[config.mk]
export PLATFORM = sky130hd
export DESIGN_NAME = out_port_fifo
export DESIGN_NICKNAME = d
export VERILOG_FILES = /design/src/rtl/out_port_fifo_pkg.sv /design/src/rtl/out_port_fifo.sv
export SDC_FILE = /design/constraint.sdc
export NUM_CORES = 1
export LEC_CHECK = 0
export CORE_UTILIZATION = 62
export DETAILED_ROUTE_END_ITERATION = 12
export MAX_ROUTING_LAYER = met4
export PLACE_DENSITY_LB_ADDON = 0.25
export SLEW_MARGIN = 30
export SYNTH_ARGS = -nofsm -noshare
export SYNTH_HDL_FRONTEND = slang
export SYNTH_SLANG_ARGS = --single-unit
export TNS_END_PERCENT = 100
[constraint.sdc]
create_clock -name i_clk -period 7.2 [get_ports i_clk]
set_input_delay 2.16 -clock i_clk [delete_from_list [all_inputs] [get_ports i_clk]]
set_output_delay 2.16 -clock i_clk [all_outputs]
set_load 0.005 [all_outputs]
[src/rtl/out_port_fifo_pkg.sv]
// Shared constants for the core bus and the output-port FIFO.
// Also provides a constant log2 helper used to size pointers.
package out_port_fifo_pkg;

    localparam int unsigned P_BUS_WIDTH = 16;

    function automatic int unsigned clog2(input int unsigned value);
        int unsigned res;
        res = 0;
        while ((64'd1 << res) < 64'(value)) begin
            res = res + 1;
        end
        return res;
    endfunction

endpackage

[src/rtl/out_port_fifo.sv]
// Output-port FIFO: buffers core out_port words strobed by outEn and
// presents them show-ahead to a valid/ready consumer, with a sticky overflow flag.
module out_port_fifo
    import out_port_fifo_pkg::*;
#(
    parameter int unsigned BUS_WIDTH = P_BUS_WIDTH,
    parameter int unsigned DEPTH     = 8,
    localparam int unsigned ADDR_W   = clog2(DEPTH)
) (
    input  logic                 i_clk,
    input  logic                 i_rst_n,
    input  logic                 i_wr_en,
    input  logic [BUS_WIDTH-1:0] i_wr_data,
    output logic                 o_full,
    output logic                 o_rd_valid,
    input  logic                 i_rd_ready,
    output logic [BUS_WIDTH-1:0] o_rd_data,
    output logic [ADDR_W:0]      o_count,
    output logic                 o_overflow,
    input  logic                 i_clr_ovf
);

    logic [BUS_WIDTH-1:0] r_mem [DEPTH];
    logic [ADDR_W-1:0]    r_wr_ptr;
    logic [ADDR_W-1:0]    r_rd_ptr;
    logic [ADDR_W:0]      r_count;
    logic                 r_overflow;

    logic                 w_full;
    logic                 w_empty;
    logic                 w_pop;
    logic                 w_push;
    logic                 w_drop;
    logic [ADDR_W:0]      w_count_nxt;

    assign w_full  = (r_count == (ADDR_W + 1)'(DEPTH));
    assign w_empty = (r_count == '0);

    // A pop frees a slot on the same edge, so a write at full still fits.
    assign w_pop  = !w_empty && i_rd_ready;
    assign w_push = i_wr_en && (!w_full || w_pop);
    assign w_drop = i_wr_en && w_full && !w_pop;

    always_comb begin
        w_count_nxt = r_count;
        unique case ({w_push, w_pop})
            2'b10:   w_count_nxt = r_count + 1'b1;
            2'b01:   w_count_nxt = r_count - 1'b1;
            default: w_count_nxt = r_count;
        endcase
    end

    always_ff @(posedge i_clk or negedge i_rst_n) begin
        if (!i_rst_n) begin
            r_wr_ptr   <= '0;
            r_rd_ptr   <= '0;
            r_count    <= '0;
            r_overflow <= 1'b0;
        end else begin
            if (w_push) begin
                r_wr_ptr <= r_wr_ptr + 1'b1;
            end
            if (w_pop) begin
                r_rd_ptr <= r_rd_ptr + 1'b1;
            end
            r_count <= w_count_nxt;
            if (w_drop) begin
                r_overflow <= 1'b1;
            end else if (i_clr_ovf) begin
                r_overflow <= 1'b0;
            end
        end
    end

    // Storage is deliberately not reset; the output mask hides stale contents.
    always_ff @(posedge i_clk) begin
        if (w_push) begin
            r_mem[r_wr_ptr] <= i_wr_data;
        end
    end

    assign o_full     = w_full;
    assign o_rd_valid = !w_empty;
    assign o_rd_data  = w_empty ? '0 : r_mem[r_rd_ptr];
    assign o_count    = r_count;
    assign o_overflow = r_overflow;

endmodule
==> impl_metrics.ini <==
[sta]
tightest_slew_ns = 1.04
rsz0062_at_grt = false
finalSetupTns_ns = 0
layout_min_cycle_time_ns = 5.10
finalClockSkew_ns = 0.00689
post-route-period-util_pct = 70.9
setup_viol = 0
fmax_ghz = 0.196
maxSlewViolCount = 0
slew_headroom_pct = 30.4
hold_violations = 0
layout_setup_ws_ns = 2.10

[worst_setup_path]
cp-start-kind = flip-flop
worst-path-buf-inv = 2
critical_path_class = reg2out
cp_cell_sequence = buf_4 > mux4_2 > mux2i_1 > nor2_1 > clkdlybuf4s50_1
arrival_ns = 2.94
r2r-end = o_count[2]$_DFFE_PN0P_
cpPeakStageDelay_ns = 0.59
critPathRequiredTime_ns = 5.04
ff2ff_setup_slack_ns = 4.51
slowest_stage = mux4_2
path_delay_family = buffers and inverters
r2r_cells = 10
r2r-start = o_count[1]$_DFFE_PN0P_
critical_path.max_fanout = 25
startpoint = r_rd_ptr[0]$_DFFE_PN0P_
end_kind = output pin

[placement]
place.gp.congestion = 0.680
dp_hpwl_um = 5600
port_buffers = 43
dp_slack_ns = 2.65

[global_routing]
grtUsageTotal_pct = 26.1
grt_pass1_vias = 2745
grt_max_degree = 35
grt_first_pass_wirelength_um = 15300
antenna_found_initial = 0
grt.overflow.total = 0

[floorplanning]
die_h_um = 96.2
coreArea_um2 = 8680
rows = 34
die_w_um = 96.2
start_util_pct = 63.4
dieArea_um2 = 9260
io_pins = 44

[synthesis]
synth_edf_count = 128
synth_xor_area_share_pct = 1.43
netlist_instances = 268
syn_area_um2 = 5500
yosysTopAreaCellShare_pct = 69.8
synth_area_per_cell_um2 = 20.5
synth_common_cells = edfxtp_1 (128), mux4_2 (32), nor2_1 (21), mux2i_1 (16), dfrtp_1 (11)
synth_most_common_cell = edfxtp_1
yosysSeqAreaShare_pct = 74.8
synth_top_family_by_area = multiplexers
synthMuxAreaShare_pct = 16.5
async_flop_share_pct = 7.91
ys_ff_latch = 139
synth_nets = 294
synth_compound_area_share_pct = 0.796
yosysUniqueCellTypes = 32
synth_adder_area_share_pct = 1.14
ys_warn_count = 0
synth_simple_gate_area_share_pct = 3.68
yosys.area.top_type = edfxtp_1
synth-main-ff-cell = edfxtp_1
synth_area_leaders = edfxtp_1 (70%), mux4_2 (13%), dfrtp_1 (5.0%)

[route]
route.detailed.drc = 0
drt_first_iter_violations = 172
drtPass1Iterations = 4
routed_wirelength_um = 10600
via_count = 2706
avgRoutedWirePerCell_um = 23.6
ant_nets = 0
post_drt_via_cell_ratio = 6.04

[final_layout]
num_antenna_cells = 0
fin_nets = 353
fill_cells = 476
syn_to_final_growth_pct = 22.0
drive_above_1_share_pct = 25.0
multi_input_area_um2 = 1320
regArea_um2 = 4120

[job]
maxCapViolations = 0

[clock_network]
tritoncts = yes
clock-sinks = 139
cts_resized = 0
cts.reportedPaths.clkPinSlew_ns = 0.06
cts_buffer_depth = 2
clk_latency_ns = 0.51
cts_buffers = 17
h-tree-depth = 4
cts_setup_buffers = 0
holdBufCountCts = 0
cts_root_buf = clkbuf_8

[power_and_ir_drop]
powerDensity_nw_per_um2 = 429
leakage_nw = 2.29
ir_worst_vdd_v = 0.000270

[worst_hold_path]
hold_class = reg2reg
hold_end = o_overflow$_DFFE_PN0P_
hold-path-cell-count = 2
hp-start = o_overflow$_DFFE_PN0P_

[run_status]
status = finished, final reports clean
[how the worst max path moves through the flow]
stage / end / slack [ns] / cells after the start
5_1_grt: o_rd_data[12] / 1.92 / 5
4_1_cts: o_rd_data[12] / 2.01 / 5
6_report: o_rd_data[12] / 2.10 / 5
3_5_place_dp: o_rd_data[15] / 2.65 / 5
3_3_place_gp: o_rd_data[15] / 2.67 / 5
2_1_floorplan: r_mem[0][0]$_DFFE_PP_ / 2.72 / 3
[where the power goes]
part,internal (mW),leakage [nW],switching [mW],total [mW]
registers,1.02,1.29,0.158,1.18
clock network,0.564,0.286,0.327,0.891
logic,0.482,0.714,0.325,0.807
total,2.07,2.29,0.810,2.88
[cells in the final DEF (no fill, tap or decap), types with 2 or more instances in the layout]
cell type,n
inv_6,3
clkbuf_16,16
inv_1,3
xnor2_1,4
mux4_2,32
nand2b_1,3
edfxtp_1,128
buf_4,10
nand2_1,7
xor2_1,5
nor2_1,21
dfrtp_1,8
clkinv_2,2
mux2i_1,16
dfrtp_2,3
nor3_2,4
bufinv_16,4
clkinvlp_4,4
a21oi_1,2
clkdlybuf4s50_1,43
ha_1,5
[metrics by stage]
step	hold WS (ns)	cell area (um2)	power, mW	util (%)	std cells
after floorplan	0.523	5500	1.64	-	268
after global placement	0.517	6100	1.97	70.3	416
after detailed placement	0.527	6100	1.99	70.3	416
after CTS	0.543	6720	2.90	77.4	448
after global routing	0.584	6720	3.00	77.4	448
final	0.538	6720	2.88	77.4	448
[layout make-up]
class                      instances  area share, %
clock buffer                      18           6.22
sequential                       139           61.4
multi-input combinational        111           19.7
tap                              108           2.01
clock inverter                    14           2.89
inverter                           5          0.298
timing repair buffer              53           7.53
[registers in the layout (all words and copies together) (netlist names)]
register    flops
r_rd_ptr        3
r_wr_ptr        3
o_count         4
o_overflow      1
r_mem         128
[tightest hold or removal path: stages (launching register included)]
cell	delay, ns
dfrtp_1	0.38
inv_1	0.05
o32ai_1	0.07
[layer usage]
metal | part of all wire (%) | vias up | track usage (%)
li1 | - | 1191 | -
met1 | 39 | 1395 | 32.2
met2 | 53 | 102 | 41.7
met3 | 5.5 | 18 | 7.11
met4 | 1.8 | 0 | 9.95
met5 | 0 | - | -
[kinds of logic (layout without fill, tap and decap cells)]
family                     after synthesis  count (layout)
adders and majority gates                5               5
and+or+nand+nor                         41              41
DFF                                    139             139
muxes                                   50              50
xor gates and xnor gates                 9               9
buffers and inverters                   18              90
AOI/OAI and AO/OA                        6               6
(Power assumes the default switching activity.)
